## src/rtl/mem_port_arbiter_pkg.sv

```systemverilog
// Shared encodings for the data-memory port arbiter and its byte-lane formatter.
package mem_port_pkg;

  typedef enum logic [1:0] {
    SZ_WORD = 2'b00,
    SZ_HALF = 2'b01,
    SZ_BYTE = 2'b10,
    SZ_ILL  = 2'b11
  } size_e;

  typedef enum logic [1:0] {
    IDLE    = 2'b00,
    BUSY_IF = 2'b01,
    BUSY_D  = 2'b10,
    RESP    = 2'b11
  } state_e;

  localparam int TIMEOUT_CYCLES_DEF = 255;

  // A D request that can never reach memory: illegal size or a misaligned half/word.
  function automatic logic d_misaligned(input logic [1:0] size, input logic [1:0] lo);
    return (size == SZ_ILL) ||
           ((size == SZ_HALF) && lo[0]) ||
           ((size == SZ_WORD) && (lo != 2'b00));
  endfunction

endpackage

```

## src/rtl/mem_port_arbiter_if.sv

```systemverilog
// Bundle of the fetch, load/store and memory-port signals around the arbiter.
// slave = arbiter view, master = pipeline + memory environment view.
interface mem_port_arbiter_if #(
  parameter int ADDR_W = 32
);
  logic              if_req;
  logic [ADDR_W-1:0] if_addr;
  logic              if_ack;
  logic [31:0]       if_rdata;
  logic              if_err;

  logic              d_req;
  logic              d_we;
  logic [ADDR_W-1:0] d_addr;
  logic [1:0]        d_size;
  logic              d_signed;
  logic [31:0]       d_wdata;
  logic              d_ack;
  logic [31:0]       d_rdata;
  logic              d_err;

  logic              mem_req;
  logic              mem_we;
  logic [ADDR_W-1:0] mem_addr;
  logic [3:0]        mem_be;
  logic [31:0]       mem_wdata;
  logic              mem_ack;
  logic [31:0]       mem_rdata;

  modport slave (
    input  if_req, if_addr, d_req, d_we, d_addr, d_size, d_signed, d_wdata,
           mem_ack, mem_rdata,
    output if_ack, if_rdata, if_err, d_ack, d_rdata, d_err,
           mem_req, mem_we, mem_addr, mem_be, mem_wdata
  );

  modport master (
    output if_req, if_addr, d_req, d_we, d_addr, d_size, d_signed, d_wdata,
           mem_ack, mem_rdata,
    input  if_ack, if_rdata, if_err, d_ack, d_rdata, d_err,
           mem_req, mem_we, mem_addr, mem_be, mem_wdata
  );
endinterface

```

## src/rtl/mem_port_arbiter_lsu_lane_fmt.sv

```systemverilog
// Combinational byte-lane formatter: byte enables, store-lane replication and
// load extraction with sign/zero extension.
module lsu_lane_fmt
  import mem_port_pkg::*;
(
  input  logic [1:0]  addr_lo,
  input  logic [1:0]  size,
  input  logic        is_signed,
  input  logic [31:0] wdata_in,
  input  logic [31:0] rdata_in,
  output logic [3:0]  be,
  output logic [31:0] wdata_out,
  output logic [31:0] rdata_out
);

  logic [7:0]  rd_byte;
  logic [15:0] rd_half;

  always_comb begin
    rd_byte = rdata_in[7:0];
    case (addr_lo)
      2'd0:    rd_byte = rdata_in[7:0];
      2'd1:    rd_byte = rdata_in[15:8];
      2'd2:    rd_byte = rdata_in[23:16];
      default: rd_byte = rdata_in[31:24];
    endcase
    rd_half = addr_lo[1] ? rdata_in[31:16] : rdata_in[15:0];

    be        = 4'b0000;
    wdata_out = wdata_in;
    rdata_out = rdata_in;
    case (size)
      SZ_WORD: be = 4'b1111;
      SZ_HALF: begin
        be        = addr_lo[1] ? 4'b1100 : 4'b0011;
        wdata_out = {2{wdata_in[15:0]}};
        rdata_out = {{16{is_signed & rd_half[15]}}, rd_half};
      end
      SZ_BYTE: begin
        be        = 4'b0001 << addr_lo;
        wdata_out = {4{wdata_in[7:0]}};
        rdata_out = {{24{is_signed & rd_byte[7]}}, rd_byte};
      end
      default: begin
        be        = 4'b0000;
        wdata_out = 32'h0;
        rdata_out = 32'h0;
      end
    endcase
  end

endmodule

```

## src/rtl/mem_port_arbiter.sv

```systemverilog
// Arbiter/sequencer for the shared data-memory port (D beats IF).
// Optional MEM_TIMEOUT_EN: abort a memory access that is not acked in TIMEOUT_CYCLES.
module mem_port_arbiter
  import mem_port_pkg::*;
#(
  parameter int ADDR_W         = 32,
  parameter int TIMEOUT_CYCLES = TIMEOUT_CYCLES_DEF
)(
  input logic clk,
  input logic rst,
  mem_port_arbiter_if.slave bus
);

  state_e state, state_nxt;

  logic              mem_req_q, mem_we_q;
  logic [ADDR_W-1:0] mem_addr_q;
  logic [3:0]        mem_be_q;
  logic [31:0]       mem_wdata_q;
  logic              resp_is_d, resp_err;
  logic [31:0]       resp_rdata;
  logic [1:0]        cur_lo, cur_size;
  logic              cur_signed;

  logic        d_bad, if_bad, busy, tmo_hit;
  logic [3:0]  st_be;
  logic [31:0] st_wdata, ld_rdata;
  logic [31:0] unused_st_rdata, unused_ld_wdata;
  logic [3:0]  unused_ld_be;

  assign d_bad  = d_misaligned(bus.d_size, bus.d_addr[1:0]);
  assign if_bad = (bus.if_addr[1:0] != 2'b00);
  assign busy   = (state == BUSY_IF) || (state == BUSY_D);

  // Store path uses the live request; load path uses the fields latched at grant.
  lsu_lane_fmt u_store_fmt (
    .addr_lo   (bus.d_addr[1:0]),
    .size      (bus.d_size),
    .is_signed (bus.d_signed),
    .wdata_in  (bus.d_wdata),
    .rdata_in  (bus.mem_rdata),
    .be        (st_be),
    .wdata_out (st_wdata),
    .rdata_out (unused_st_rdata)
  );

  lsu_lane_fmt u_load_fmt (
    .addr_lo   (cur_lo),
    .size      (cur_size),
    .is_signed (cur_signed),
    .wdata_in  (32'h0),
    .rdata_in  (bus.mem_rdata),
    .be        (unused_ld_be),
    .wdata_out (unused_ld_wdata),
    .rdata_out (ld_rdata)
  );

`ifdef MEM_TIMEOUT_EN
  localparam int TMO_W = (TIMEOUT_CYCLES < 256) ? 8 : 16;
  logic [TMO_W-1:0] tmo_cnt;

  always_ff @(posedge clk) begin
    if (rst)       tmo_cnt <= '0;
    else if (busy) tmo_cnt <= tmo_cnt + 1'b1;
    else           tmo_cnt <= '0;
  end

  assign tmo_hit = busy && !bus.mem_ack && (tmo_cnt == TMO_W'(TIMEOUT_CYCLES - 1));
`else
  localparam int unused_timeout = TIMEOUT_CYCLES;
  assign tmo_hit = 1'b0;
`endif

  always_ff @(posedge clk) begin
    if (rst) state <= IDLE;
    else     state <= state_nxt;
  end

  always_comb begin
    state_nxt = state;
    case (state)
      IDLE: begin
        if (bus.d_req)       state_nxt = d_bad  ? RESP : BUSY_D;
        else if (bus.if_req) state_nxt = if_bad ? RESP : BUSY_IF;
      end
      BUSY_IF, BUSY_D: begin
        if (bus.mem_ack || tmo_hit) state_nxt = RESP;
      end
      default: state_nxt = IDLE;
    endcase
  end

  always_comb begin
    bus.if_ack   = 1'b0;
    bus.if_rdata = 32'h0;
    bus.if_err   = 1'b0;
    bus.d_ack    = 1'b0;
    bus.d_rdata  = 32'h0;
    bus.d_err    = 1'b0;
    if (state == RESP) begin
      if (resp_is_d) begin
        bus.d_ack   = 1'b1;
        bus.d_rdata = resp_rdata;
        bus.d_err   = resp_err;
      end else begin
        bus.if_ack   = 1'b1;
        bus.if_rdata = resp_rdata;
        bus.if_err   = resp_err;
      end
    end
  end

  assign bus.mem_req   = mem_req_q;
  assign bus.mem_we    = mem_we_q;
  assign bus.mem_addr  = mem_addr_q;
  assign bus.mem_be    = mem_be_q;
  assign bus.mem_wdata = mem_wdata_q;

  // Memory-port registers and the response latched for the RESP cycle.
  always_ff @(posedge clk) begin
    if (rst) begin
      mem_req_q   <= 1'b0;
      mem_we_q    <= 1'b0;
      mem_addr_q  <= '0;
      mem_be_q    <= 4'b0000;
      mem_wdata_q <= 32'h0;
      resp_is_d   <= 1'b0;
      resp_err    <= 1'b0;
      resp_rdata  <= 32'h0;
      cur_lo      <= 2'b00;
      cur_size    <= 2'b00;
      cur_signed  <= 1'b0;
    end else begin
      case (state)
        IDLE: begin
          if (bus.d_req) begin
            resp_is_d  <= 1'b1;
            resp_err   <= d_bad;
            resp_rdata <= 32'h0;
            cur_lo     <= bus.d_addr[1:0];
            cur_size   <= bus.d_size;
            cur_signed <= bus.d_signed;
            if (!d_bad) begin
              mem_req_q   <= 1'b1;
              mem_we_q    <= bus.d_we;
              mem_addr_q  <= {bus.d_addr[ADDR_W-1:2], 2'b00};
              mem_be_q    <= st_be;
              mem_wdata_q <= st_wdata;
            end
          end else if (bus.if_req) begin
            resp_is_d  <= 1'b0;
            resp_err   <= if_bad;
            resp_rdata <= 32'h0;
            if (!if_bad) begin
              mem_req_q   <= 1'b1;
              mem_we_q    <= 1'b0;
              mem_addr_q  <= {bus.if_addr[ADDR_W-1:2], 2'b00};
              mem_be_q    <= 4'b1111;
              mem_wdata_q <= 32'h0;
            end
          end
        end
        BUSY_IF, BUSY_D: begin
          if (bus.mem_ack || tmo_hit) begin
            mem_req_q   <= 1'b0;
            mem_we_q    <= 1'b0;
            mem_addr_q  <= '0;
            mem_be_q    <= 4'b0000;
            mem_wdata_q <= 32'h0;
            if (bus.mem_ack) begin
              resp_err   <= 1'b0;
              resp_rdata <= (state == BUSY_D) ? ld_rdata : bus.mem_rdata;
            end else begin
              resp_err   <= 1'b1;
              resp_rdata <= 32'h0;
            end
          end
        end
        default: ;
      endcase
    end
  end

endmodule

```

## src/flat_wrapper.sv

```systemverilog
// flat-port wrapper written by rule: the top's interface ports become plain ports
module mem_port_arbiter_flat import mem_port_pkg::*;
#(
  parameter int ADDR_W         = 32,
  parameter int TIMEOUT_CYCLES = TIMEOUT_CYCLES_DEF
)
  (clk, rst, bus_if_req, bus_if_addr, bus_d_req, bus_d_we, bus_d_addr, bus_d_size, bus_d_signed, bus_d_wdata, bus_mem_ack, bus_mem_rdata, bus_if_ack, bus_if_rdata, bus_if_err, bus_d_ack, bus_d_rdata, bus_d_err, bus_mem_req, bus_mem_we, bus_mem_addr, bus_mem_be, bus_mem_wdata);
  mem_port_arbiter_if #(.ADDR_W(ADDR_W)) bus_i ();
  input logic clk;
  input logic rst;
  input wire logic [$bits(bus_i.if_req)-1:0] bus_if_req;
  input wire logic [$bits(bus_i.if_addr)-1:0] bus_if_addr;
  input wire logic [$bits(bus_i.d_req)-1:0] bus_d_req;
  input wire logic [$bits(bus_i.d_we)-1:0] bus_d_we;
  input wire logic [$bits(bus_i.d_addr)-1:0] bus_d_addr;
  input wire logic [$bits(bus_i.d_size)-1:0] bus_d_size;
  input wire logic [$bits(bus_i.d_signed)-1:0] bus_d_signed;
  input wire logic [$bits(bus_i.d_wdata)-1:0] bus_d_wdata;
  input wire logic [$bits(bus_i.mem_ack)-1:0] bus_mem_ack;
  input wire logic [$bits(bus_i.mem_rdata)-1:0] bus_mem_rdata;
  output wire logic [$bits(bus_i.if_ack)-1:0] bus_if_ack;
  output wire logic [$bits(bus_i.if_rdata)-1:0] bus_if_rdata;
  output wire logic [$bits(bus_i.if_err)-1:0] bus_if_err;
  output wire logic [$bits(bus_i.d_ack)-1:0] bus_d_ack;
  output wire logic [$bits(bus_i.d_rdata)-1:0] bus_d_rdata;
  output wire logic [$bits(bus_i.d_err)-1:0] bus_d_err;
  output wire logic [$bits(bus_i.mem_req)-1:0] bus_mem_req;
  output wire logic [$bits(bus_i.mem_we)-1:0] bus_mem_we;
  output wire logic [$bits(bus_i.mem_addr)-1:0] bus_mem_addr;
  output wire logic [$bits(bus_i.mem_be)-1:0] bus_mem_be;
  output wire logic [$bits(bus_i.mem_wdata)-1:0] bus_mem_wdata;
  assign bus_i.if_req = bus_if_req;
  assign bus_i.if_addr = bus_if_addr;
  assign bus_i.d_req = bus_d_req;
  assign bus_i.d_we = bus_d_we;
  assign bus_i.d_addr = bus_d_addr;
  assign bus_i.d_size = bus_d_size;
  assign bus_i.d_signed = bus_d_signed;
  assign bus_i.d_wdata = bus_d_wdata;
  assign bus_i.mem_ack = bus_mem_ack;
  assign bus_i.mem_rdata = bus_mem_rdata;
  assign bus_if_ack = bus_i.if_ack;
  assign bus_if_rdata = bus_i.if_rdata;
  assign bus_if_err = bus_i.if_err;
  assign bus_d_ack = bus_i.d_ack;
  assign bus_d_rdata = bus_i.d_rdata;
  assign bus_d_err = bus_i.d_err;
  assign bus_mem_req = bus_i.mem_req;
  assign bus_mem_we = bus_i.mem_we;
  assign bus_mem_addr = bus_i.mem_addr;
  assign bus_mem_be = bus_i.mem_be;
  assign bus_mem_wdata = bus_i.mem_wdata;
  mem_port_arbiter #(.ADDR_W(ADDR_W), .TIMEOUT_CYCLES(TIMEOUT_CYCLES)) u_core (.clk(clk), .rst(rst), .bus(bus_i));
endmodule
```

## config.mk

```make
export PLATFORM = sky130hd
export DESIGN_NAME = mem_port_arbiter_flat
export DESIGN_NICKNAME = d
export VERILOG_FILES = /design/src/rtl/mem_port_arbiter_pkg.sv /design/src/rtl/mem_port_arbiter_if.sv /design/src/rtl/mem_port_arbiter_lsu_lane_fmt.sv /design/src/rtl/mem_port_arbiter.sv /design/src/flat_wrapper.sv
export SDC_FILE = /design/constraint.sdc
export NUM_CORES = 1
export LEC_CHECK = 0
export BUFFER_PORTS_ARGS = -buffer_cell sky130_fd_sc_hd__buf_2
export CAP_MARGIN = 20
export CORE_AREA = 2 2 128 130
export DETAILED_ROUTE_END_ITERATION = 10
export DIE_AREA = 0 0 130 132
export HOLD_SLACK_MARGIN = 0.03
export PLACE_DENSITY_LB_ADDON = 0.25
export SLEW_MARGIN = 20
export SYNTH_ARGS = -nofsm -noshare
export SYNTH_HDL_FRONTEND = slang
export SYNTH_HIERARCHICAL = 1
export SYNTH_SLANG_ARGS = --single-unit
```

## constraint.sdc

```tcl
create_clock -name clk -period 2.64 [get_ports clk]
set_clock_uncertainty 0.15 [all_clocks]
set_input_delay 0.264 -clock clk [delete_from_list [all_inputs] [get_ports clk]]
set_output_delay 0.264 -clock clk [all_outputs]
set_load 0.01 [all_outputs]
```

==> impl_metrics.csv <==
group,metric,value,unit
outcome,status,"finished, final reports clean",
drt,first_iter_violations,330,
sta,post-route-min-period,2.312,ns
final_layout,fin_area,8368,sq um
critical_path,crit_arrival,2.45,ns
clocking,cts_buffers,9,
sta,setup_violations,0,
global_routing,grt_overflow,0,
placed_design,dp.final_hpwl,13850,um
clocking,cts_root_buf,"clkbuf_16",
pwr,p_per_area,824.0,nW/um^2
synthesis,synth_cells,750,
min_path,hold_class,"in2reg",
floorplanning,coreArea,15710,sq um
global_routing,grt_antenna_before_repair,2,
drt,dr.pass1.iters,4,
drt,drt-total-wl,19190,um
clocking,cts_sinks,109,
clocking,cts_tree,"done",
critical_path,worstPathRequired,2.78,ns
pwr,p_sw,2.780,mW
sta,final_max_slew_viol_count,0,
final_layout,area_delta_synth_final,25.45,%
clocking,cts_resized,0,
pwr,swShare,0.4032,
pwr,intPower,4.116,mW
critical_path,cp-end-kind,"register",
flow_run,max_cap_viol_count,0,
placed_design,dpl_cell_area,8050,sq um
clocking,clk_path_buf_depth,2,
pwr,p_clk_frac,0.195,
synthesis,syn_area,6670,sq um
synthesis,synth.avg_cell_area,8.894,sq um
sta,fin_crit_sh,0.8757,
synthesis,yosys_warnings,6,
clocking,path_clk_slew,0.07,ns
floorplanning,start_util,0.4245,
final_layout,final_cell_mix,"272 x buf_2, 109 x dfxtp_1, 102 x nand2_1",
global_routing,grt_first_pass_wirelength,30060,um
sta,rsz0062_at_grt,"no",
global_routing,grt_max_degree,39,
clocking,clk_latency,0.35,ns
sta,postLayoutSetupSlackWorst,0.3281,ns
pwr,ir_worst_vdd,0.4905,mV
drt,drtAntennaViolNets,0,
critical_path,cp_max_fo,34,
drt,drc,0,
global_routing,grt.total_usage,0.2189,
floorplanning,die-area,17160,sq um
sta,final.setup.tns,0,ns
drt,routedWlPerCell,15.91,um
pwr,pwr-share-comb,0.450,
final_layout,layout-drive-gt1-share,0.4089,
clocking,postCtsSetupRepairBufs,0,
critical_path,crit_path_start_kind,"register",
clocking,h-tree-depth,3,
placed_design,gp_congestion,0.8442,
floorplanning,die-height,132,um
drt,vias_per_cell,5.182,
global_routing,grt_pass1_vias,5884,
critical_path,critical_path_class,"reg2reg",
sta,hold_violations,0,
final_layout,num-nets-final,1123,
pwr,p_leak,4.229,nW
final_layout,utilization,0.5326,
drt,vias,6249,
sta,clock.fmax,432.5,MHz
floorplanning,ios,275,
pwr,total_power,6.896,mW
final_layout,final_common_cell,"buf_2",
placed_design,io_buffers,272,
placed_design,dp_slack,0.3394,ns
floorplanning,num_rows,46,
pwr,power_frac_seq,0.355,
floorplanning,die_w,130,um
area by class of cell:
type                    instances  area, sq um
clock buffers                  11        252.7
well taps                     216        270.3
multi-input cells             551         4008
diodes                          2        5.005
repair buffers                297         1554
flip-flops and latches        109         2182
inverters                      15        56.30
clock inverters                 5        40.04
fillers                      1529         7345
state kept, by name, summed over array words and instances (netlist names), 2 cells and up:
signal,cells
u_core/cur_size,2
u_core/bus.mem_be,4
u_core/state,2
u_core/resp_rdata,32
u_core/cur_lo,2
u_core/bus.mem_wdata,32
u_core/bus.mem_addr,30
metrics by stage:
step,hold WS [ns],std cells
finish,0.05201,1206
floorplan,0.2470,751
detailed placement,0.2974,1186
CTS,0.03538,1204
global placement,0.2909,1186
global route,0.05714,1205
worst paths after layout:
| check | cells past startpoint | start | end | slack [ns] |
|---|---|---|---|---|
| max | 7 | u_core/state[0] | u_core/state[1] | 0.33 |
| min | 3 | bus_d_addr[0] | u_core/cur_lo[0] | 0.05 |
| max reg2reg | 7 | u_core/state[0] | u_core/state[1] | 0.33 |
| min reg2reg | 2 | u_core/bus.mem_addr[30] | u_core/bus.mem_addr[30] | 0.31 |
metal layers:
metal	up-vias	wire length, um	share of wire	global-route usage
li1	3122	-	-	-
met3	27	1419	0.074	0.04708
met1	2870	8419	0.44	0.2739
met4	0	477	0.025	0.08184
met5	-	0	0	0
met2	230	8874	0.46	0.3665
timing repair:
| item | 4_1_cts | 5_1_grt |
|---|---|---|
| endpoints found under the hold margin | 2 | 0 |
| setup endpoints to repair | 0 | 0 |
| hold buffers | 2 | 0 |
critical path: stages (launching register included):
cell	delay (ns)
dfxtp_1	0.36
inv_1	0.07
ha_1	0.40
nor2b_1	0.20
or3_1	0.34
buf_4	0.25
a311o_1	0.35
a21oi_1	0.13
power groups by stage:
stage	sequential (mW)	clock (mW)	combinational [mW]
finish	2.45	1.35	3.10
global route	2.51	1.44	3.40
CTS	2.45	1.39	3.12
detailed placement	2.48	0	3.11
global placement	2.47	0	3.08
floorplan	2.50	0	2.16
No activity file was read; power rests on OpenSTA's default activity.
